`src/rtl/pc_ctrl.sv`:
```
// pc_ctrl: PC-register control for a pipelined core.
// Decides each cycle whether the fetch stage stalls or redirects (branch,
// conditional jump, JAL), squashes the wrong-path decode slot after a
// redirect, and watches for a data memory that stays busy too long.
//
// Optional feature: define PC_CTRL_PERF_EN to build the redirect/stall
// performance counters. Without it both counter ports read constant 0 and
// no counter flops are built.
//
// Handshake: no valid/ready pair here. id_valid qualifies id_kind/id_cond
// in the same cycle. mem_busy is a level: while it is high the pipeline
// holds and stall is asserted.
//
// state_o exposes the FSM state (00 RUN, 01 LU_STALL, 10 MEM_WAIT,
// 11 FLUSH) for debug and checker binding.
module pc_ctrl (
  input  logic        clk,
  input  logic        reset,
  input  logic        id_valid,
  input  logic [1:0]  id_kind,
  input  logic [3:0]  id_cond,
  input  logic [4:0]  psr_flags,
  input  logic        load_use,
  input  logic        mem_busy,
  output logic        stall,
  output logic        Br,
  output logic        Jmp,
  output logic        JAL,
  output logic        flush,
  output logic        mem_timeout,
  output logic [15:0] redirect_cnt,
  output logic [15:0] stall_cnt,
  output logic [1:0]  state_o
);

  typedef enum logic [1:0] {
    ST_RUN      = 2'b00,
    ST_LU_STALL = 2'b01,
    ST_MEM_WAIT = 2'b10,
    ST_FLUSH    = 2'b11
  } state_e;

  state_e     state_q, state_d;
  logic [3:0] wd_cnt_q, wd_cnt_d;
  logic       timeout_q;
  logic       timeout_hit;
  logic       cond_true;
  logic       taken;
  logic       run_eval;
  logic       lu_honor;
  logic       stall_raw, br_raw, jmp_raw, jal_raw, flush_raw;

  // PSR flag fields.
  logic flag_z, flag_c, flag_f, flag_l, flag_n;
  assign flag_z = psr_flags[4];
  assign flag_c = psr_flags[3];
  assign flag_f = psr_flags[2];
  assign flag_l = psr_flags[1];
  assign flag_n = psr_flags[0];

  // Condition-code evaluation against the PSR flags.
  always_comb begin
    cond_true = 1'b0;
    case (id_cond)
      4'd0:  cond_true = flag_z;
      4'd1:  cond_true = ~flag_z;
      4'd2:  cond_true = flag_c;
      4'd3:  cond_true = ~flag_c;
      4'd4:  cond_true = flag_l;
      4'd5:  cond_true = ~flag_l;
      4'd6:  cond_true = flag_n;
      4'd7:  cond_true = ~flag_n;
      4'd8:  cond_true = flag_f;
      4'd9:  cond_true = ~flag_f;
      4'd10: cond_true = ~flag_z & ~flag_l;
      4'd11: cond_true = flag_z | flag_l;
      4'd12: cond_true = ~flag_z & ~flag_n;
      4'd13: cond_true = flag_z | flag_n;
      4'd14: cond_true = 1'b1;
      default: cond_true = 1'b0;
    endcase
  end

  // JAL is unconditional; Bcond/Jcond follow the condition (NV never taken).
  assign taken = id_valid &
                 ((id_kind == 2'b11) |
                  (((id_kind == 2'b01) | (id_kind == 2'b10)) & cond_true));

  // Next-state, watchdog and raw control decode.
  always_comb begin
    state_d     = state_q;
    wd_cnt_d    = 4'd0;
    timeout_hit = 1'b0;
    run_eval    = 1'b0;
    lu_honor    = 1'b0;
    stall_raw   = 1'b0;
    br_raw      = 1'b0;
    jmp_raw     = 1'b0;
    jal_raw     = 1'b0;
    flush_raw   = 1'b0;

    case (state_q)
      ST_RUN: begin
        run_eval = 1'b1;
        lu_honor = 1'b1;
      end
      ST_LU_STALL: begin
        // The bubble already inserted resolves the hazard.
        run_eval = 1'b1;
      end
      ST_MEM_WAIT: begin
        if (mem_busy) begin
          stall_raw   = 1'b1;
          wd_cnt_d    = (wd_cnt_q == 4'd15) ? 4'd15 : wd_cnt_q + 4'd1;
          timeout_hit = (wd_cnt_d == 4'd15);
        end else begin
          // Memory ready: behave as RUN in this same cycle.
          run_eval = 1'b1;
          lu_honor = 1'b1;
        end
      end
      ST_FLUSH: begin
        flush_raw = 1'b1;
        if (mem_busy) begin
          stall_raw = 1'b1;
          state_d   = ST_MEM_WAIT;
        end else begin
          state_d   = ST_RUN;
        end
      end
      default: begin
        state_d = ST_RUN;
      end
    endcase

    if (run_eval) begin
      if (mem_busy) begin
        stall_raw = 1'b1;
        state_d   = ST_MEM_WAIT;
      end else if (id_valid && load_use && lu_honor) begin
        stall_raw = 1'b1;
        state_d   = ST_LU_STALL;
      end else if (taken) begin
        br_raw  = (id_kind == 2'b01);
        jmp_raw = (id_kind == 2'b10);
        jal_raw = (id_kind == 2'b11);
        state_d = ST_FLUSH;
      end else begin
        state_d = ST_RUN;
      end
    end
  end

  // Controls are forced low while reset is held, regardless of clk.
  assign stall       = reset & stall_raw;
  assign Br          = reset & br_raw;
  assign Jmp         = reset & jmp_raw;
  assign JAL         = reset & jal_raw;
  assign flush       = reset & flush_raw;
  assign mem_timeout = reset & (timeout_q | timeout_hit);
  assign state_o     = state_q;

  // FSM state register.
  always_ff @(posedge clk or negedge reset) begin
    if (!reset) state_q <= ST_RUN;
    else        state_q <= state_d;
  end

  // Watchdog counter and sticky timeout flag.
  always_ff @(posedge clk or negedge reset) begin
    if (!reset) begin
      wd_cnt_q  <= 4'd0;
      timeout_q <= 1'b0;
    end else begin
      wd_cnt_q  <= wd_cnt_d;
      if (timeout_hit) timeout_q <= 1'b1;
    end
  end

`ifdef PC_CTRL_PERF_EN
  logic [15:0] redirect_cnt_q, stall_cnt_q;

  // Saturating redirect and stall cycle counters.
  always_ff @(posedge clk or negedge reset) begin
    if (!reset) begin
      redirect_cnt_q <= 16'd0;
      stall_cnt_q    <= 16'd0;
    end else begin
      if ((br_raw | jmp_raw | jal_raw) && (redirect_cnt_q != 16'hFFFF))
        redirect_cnt_q <= redirect_cnt_q + 16'd1;
      if (stall_raw && (stall_cnt_q != 16'hFFFF))
        stall_cnt_q <= stall_cnt_q + 16'd1;
    end
  end

  assign redirect_cnt = redirect_cnt_q;
  assign stall_cnt    = stall_cnt_q;
`else
  assign redirect_cnt = 16'd0;
  assign stall_cnt    = 16'd0;
`endif

endmodule

```
`config.mk`:
```
export PLATFORM = sky130hd
export DESIGN_NAME = pc_ctrl
export DESIGN_NICKNAME = d
export VERILOG_FILES = /design/src/rtl/pc_ctrl.sv
export SDC_FILE = /design/constraint.sdc
export NUM_CORES = 1
export LEC_CHECK = 0
export CORE_ASPECT_RATIO = 0.6
export CORE_UTILIZATION = 40
export DETAILED_ROUTE_END_ITERATION = 10
export PLACE_DENSITY = 0.95
export SLEW_MARGIN = 20
export SYNTH_ARGS = -nofsm -noshare
export SYNTH_HDL_FRONTEND = slang
export SYNTH_SLANG_ARGS = --single-unit
```
`constraint.sdc`:
```
create_clock -name clk -period 3.6 [get_ports clk]
set_input_delay 0.72 -clock clk [delete_from_list [all_inputs] [get_ports clk]]
set_output_delay 0.72 -clock clk [all_outputs]
set_load 0.005 [all_outputs]
```
Yosys cells after proc, flatten, opt, wreduce, memory -nomap -nowiden

Cells that the tools add are included.

Reduce and logical (&&, ||, !) cells: 7
Eq/ne operators: 22
Bitwise gates (word level): 20
Add/sub/neg operators: 1
Multiplexer cells: 33

Operators by type and width:

| cell                                                                   | count |
|---|---|
| 4-bit equality test (second input constant)                            | 9 |
| 1-bit 2-to-1 mux                                                       | 21 |
| 4-bit by 3-bit equality test with 1-bit output (second input constant) | 4 |
| 1-bit one-hot mux with 15 select lines                                 | 1 |
| 2-bit 2-to-1 mux                                                       | 6 |
| 4-bit 2-to-1 mux                                                       | 3 |
| 1-bit AND                                                              | 10 |
| 2-bit equality test (second input constant)                            | 4 |
| 4-bit by 2-bit equality test with 1-bit output (second input constant) | 2 |
| 1-bit NOT                                                              | 5 |
| 1-bit bitwise OR                                                       | 5 |
| 4-bit by 1-bit adder with 4-bit output (second input constant)         | 1 |
| 2-bit by 1-bit equality test with 1-bit output (second input constant) | 2 |
| 4-bit by 1-bit equality test with 1-bit output (second input constant) | 1 |
| 4-bit zero test                                                        | 1 |
| 1-bit one-hot mux with 2 select lines                                  | 2 |
| 2-bit OR reduction                                                     | 2 |
| 1-bit logical AND                                                      | 2 |
| 2-bit zero test                                                        | 1 |
| 2-bit nonzero test                                                     | 1 |

Output and inout port bits: 40
Word-level logic and storage cells: 86
Bits of input ports: 16
Bits in registers: 7

Logic depth before layout (Yosys ltp)

Depth after elaboration: 11
Gate-level depth with buffers: 7
Gate-level depth less buffers: 7

Worst setup path after synthesis

No wires, ideal clock.

Kind: input port to output port
From: input id_cond[2]
To: output Br
Buffers on the path: 1
Cell stages on the path: 6
Data arrival time: 1.760 ns
Data required time: 2.880 ns
Slack: 1.120 ns
Cell sequence: buf_4 > mux2i_1 > or4_1 > o211ai_2 > o311ai_2 > a21oi_1

Longest elaborated chain between the ends: 10
Elaborated cells between the ends (all ways): 24
Those cells by class: eq/ne (14); mux (5); bitwise (4); reduce/logical (1)

RTL lines:

| item                                        | line | text |
|---|---|---|
| start, declared                             | 21   | `input logic [3:0] id_cond,` |
| 4-bit equality test (tied with other cells) | 64   | `case (id_cond)` |
| 1-bit one-hot mux with 15 select lines (*)  | 64   |  |
| 1-bit AND (*)                               | 87   | `(((id_kind == 2'b01) \| (id_kind == 2'b10)) & cond_true));` |
| 1-bit bitwise OR (*)                        | 86   | `((id_kind == 2'b11) \|` |
| 1-bit AND (*)                               | 85   | `assign taken = id_valid &` |
| 1-bit 2-to-1 mux (*)                        | 143  | `end else if (taken) begin` |
| 1-bit 2-to-1 mux (*)                        | 140  | `end else if (id_valid && load_use && lu_honor) begin` |
| 1-bit 2-to-1 mux (*)                        | 137  | `if (mem_busy) begin` |
| 1-bit 2-to-1 mux (*)                        | 136  | `if (run_eval) begin` |
| 1-bit AND (*)                               | 156  | `assign Br = reset & br_raw;` |
| end, declared                               | 26   | `output logic Br,` |

Mark *: on every way between the ends. The rest lies on a longest branch, timed or not.

Worst setup path after layout

From: input psr_flags[4]
To: output Jmp

Longest elaborated chain between the ends: 11
Elaborated cells between the ends (all ways): 14
Those cells by class: mux (5); bitwise (9)

RTL lines:

| item                                       | line       | text |
|---|---|---|
| start, declared                            | 22         | `input logic [4:0] psr_flags,` |
| 1-bit NOT                                  | 66, 75, 77 |  |
| 1-bit AND, on equally long branches        | 77, 75     |  |
| 1-bit one-hot mux with 15 select lines (*) | 64         |  |
| 1-bit AND (*)                              | 87         |  |
| 1-bit bitwise OR (*)                       | 86         |  |
| 1-bit AND (*)                              | 85         |  |
| 1-bit 2-to-1 mux (*)                       | 143        |  |
| 1-bit 2-to-1 mux (*)                       | 140        |  |
| 1-bit 2-to-1 mux (*)                       | 137        |  |
| 1-bit 2-to-1 mux (*)                       | 136        |  |
| 1-bit AND (*)                              | 157        | `assign Jmp = reset & jmp_raw;` |
| end, declared                              | 27         | `output logic Jmp,` |

Marks and branches as above.

==> flow_summary.yaml <==
clocking:
  clkTransAtPathRegs_ps: 40
  cts_max_level: 1
  cts.sinks: 7
  cts.path.max_buffers: 2
  insertion_delay_ps: 230
  holdBufCountCts: 0
  cts_tree: "built"
  cts_root_buffer: "clkbuf_8"
  cts_buffers: 3
grt:
  grt_max_degree: 14
  antenna_found_initial: 0
  grt_first_pass_wirelength_um: 2370
  track_usage_pct: 12.5
  grt.overflow.total: 0
  first_global_vias: 547
synth:
  synth_top_area_share_pct: 27.0
  synth_area_sq_um: 917
  synth.most_common_cell: "buf_4"
  yosysSeqAreaShare_pct: 19.1
  synth-main-ff-cell: "dfrtp_1"
  synth_cell_types: 32
  yosys_warnings: 0
  syn_inst: 118
  yosysTopAreaCell: "buf_4"
  ys_seq_elements: 7
  synth_edf_count: 0
  synthTopCellsByArea: "buf_4 27%, dfrtp_1 19%, ha_1 5.5%"
  syn_avg_cell_area_sq_um: 7.77
  async_reset_ff_share_pct: 100
  synthTopCellsByCount: "33 x buf_4, 9 x nand2_1, 9 x nor2_1, 7 x dfrtp_1, 6 x inv_1"
sta:
  fin_skew_ps: 0.996
  max_slew.worst_pin.slew_ps: 497
  hold_viol_final: 0
  rsz0062_at_grt: "no"
  slew_headroom_pct: 66.8
  layout_setup_ws_ps: 163
  fmax_ghz: 0.291
  whs_ps: 451
  period_share_pct: 95.5
  setup_viol: 0
  period_needed_ps: 3440
  drv_slew: 0
pwr:
  seqPwrFrac_pct: 30.9
  internal-power_mw: 0.198
  p_leak_nw: 0.532
  p_sw_mw: 0.0845
  power.density_mw_per_mm2: 258
  p_clk_share_pct: 40.8
  p_comb_share_pct: 28.3
  p_sw_share_pct: 29.9
  ir_drop_mv: 0.116
  power_mw: 0.282
routing:
  dr.pass1.iters: 4
  ant_nets: 0
  vias: 759
  via_per_inst: 4.41
  wl_per_cell_um: 9.76
  drtIter0Drc: 33
  wirelength_um: 1680
  route.detailed.drc: 0
floorplanning:
  fp.dieArea_sq_mm: 0.00249
  start_util_pct: 42.4
  num_rows: 13
  die_w_um: 63.8
  die_h_um: 39.1
  core_sq_mm: 0.00216
  io_pins: 56
worst_setup_path:
  cp-start-kind: "input pin"
  cp.required_ps: 2880
  critPathCaptureType: "primary output"
  cp_data_arrival_time_ps: 2720
  cp_max_fo: 5
  critical_path_class: "in2out"
run_status:
  outcome: "finished, final reports clean"
placement:
  dp_slack_ps: -69.8
  numPortBuffers: 23
  gp_congestion: 0.755
  dp_hpwl_um: 1320
hold_path:
  hp-class: "reg2reg"
cells_and_area:
  nets: 163
  diodes: 0
  drive_above_1_share_pct: 5.63
  area_delta_synth_final_pct: 19.5
flow_run:
  maxCapViolCount: 0
timing repair:
item | CTS | global route
pin swaps | 0 | 1
resized for setup | 1 | 3
setup buffers | 0 | 0
endpoints found under the setup margin | 2 | 2
final timing paths:
path | slack (ps) | depth (start not counted) | endpoint | start
max | 160 | 7 | Jmp | psr_flags[4]
min | 450 | 1 | timeout_q | timeout_q
max reg2reg | 2060 | 5 | timeout_q | wd_cnt_q[0]
min reg2reg | 450 | 1 | timeout_q | timeout_q
max in group asynchronous | 2440 | 1 | state_o[1] | reset
min in group asynchronous | 830 | 1 | wd_cnt_q[2] | reset
per-stage QoR:
| step | std cells | TNS, ps | utilization (%) | instance area, sq um |
|---|---|---|---|---|
| floorplan | 149 | 0 | - | 1030 |
| global placement | 168 | 0 | 48.0 | 1040 |
| detailed placement | 168 | -133 | 48.0 | 1040 |
| CTS | 172 | 0 | 50.3 | 1090 |
| global route | 172 | 0 | 50.7 | 1100 |
| finish | 172 | 0 | 50.7 | 1100 |
worst max-delay path, stage by stage:
cell             delay [ps]
clkdlybuf4s50_1         540
mux2i_1                 100
or4_1                   430
o211ai_2                100
o311ai_2                140
a21oi_1                 180
clkdlybuf4s50_1         510
final cells by class:
class	count	area [sq um]
inverters	6	22.5
repair buffers	24	245
multi-input cells	101	571
well taps	30	37.5
clock buffers	4	45.0
flip-flops and latches	7	175
fillers	220	1070
cells by family (layout without fill, tap and decap cells):
kind of cell    Yosys count  after routing  synth area share (%)
flops                     7              7                  19.1
compound gates           21             21                  16.1
fa+ha+maj                 5              5                  6.55
other cells               1             32                 0.409
xor+xnor                  3              3                  2.87
buf+inv                  41             34                  31.9
simple gates             38             38                  20.7
mux                       2              2                  2.32
flip-flops by register name, indices dropped and copies added, names as in the netlist:
| register | count |
|---|---|
| timeout_q | 1 |
| wd_cnt_q | 4 |
| state_o | 2 |
power groups by stage:
stage | combinational (mW) | sequential (mW) | clock (mW)
after floorplan | 0.0704 | 0.0875 | 0
after global placement | 0.0772 | 0.0882 | 0
after detailed placement | 0.0784 | 0.0885 | 0
after CTS | 0.0797 | 0.0873 | 0.115
after global routing | 0.0902 | 0.0879 | 0.119
final | 0.0799 | 0.0873 | 0.115
metal layers:
layer	GRT usage, %	wire length (um)
met1	17.0	799
met2	21.0	775
met4	5.11	0
met5	0	0
met3	0.882	105
placed cells by master (no fill, tap or decap), types with 4 or more instances in the layout:
| cell type | instances |
|---|---|
| conb_1 | 32 |
| clkdlybuf4s50_1 | 20 |
| nand2_1 | 9 |
| nor2_1 | 9 |
| dfrtp_1 | 7 |
| inv_1 | 6 |
| a21oi_1 | 5 |
| nor3b_1 | 5 |
| nor3_1 | 4 |
| nand3_1 | 4 |
| ha_1 | 4 |
(Power assumes the default switching activity.)
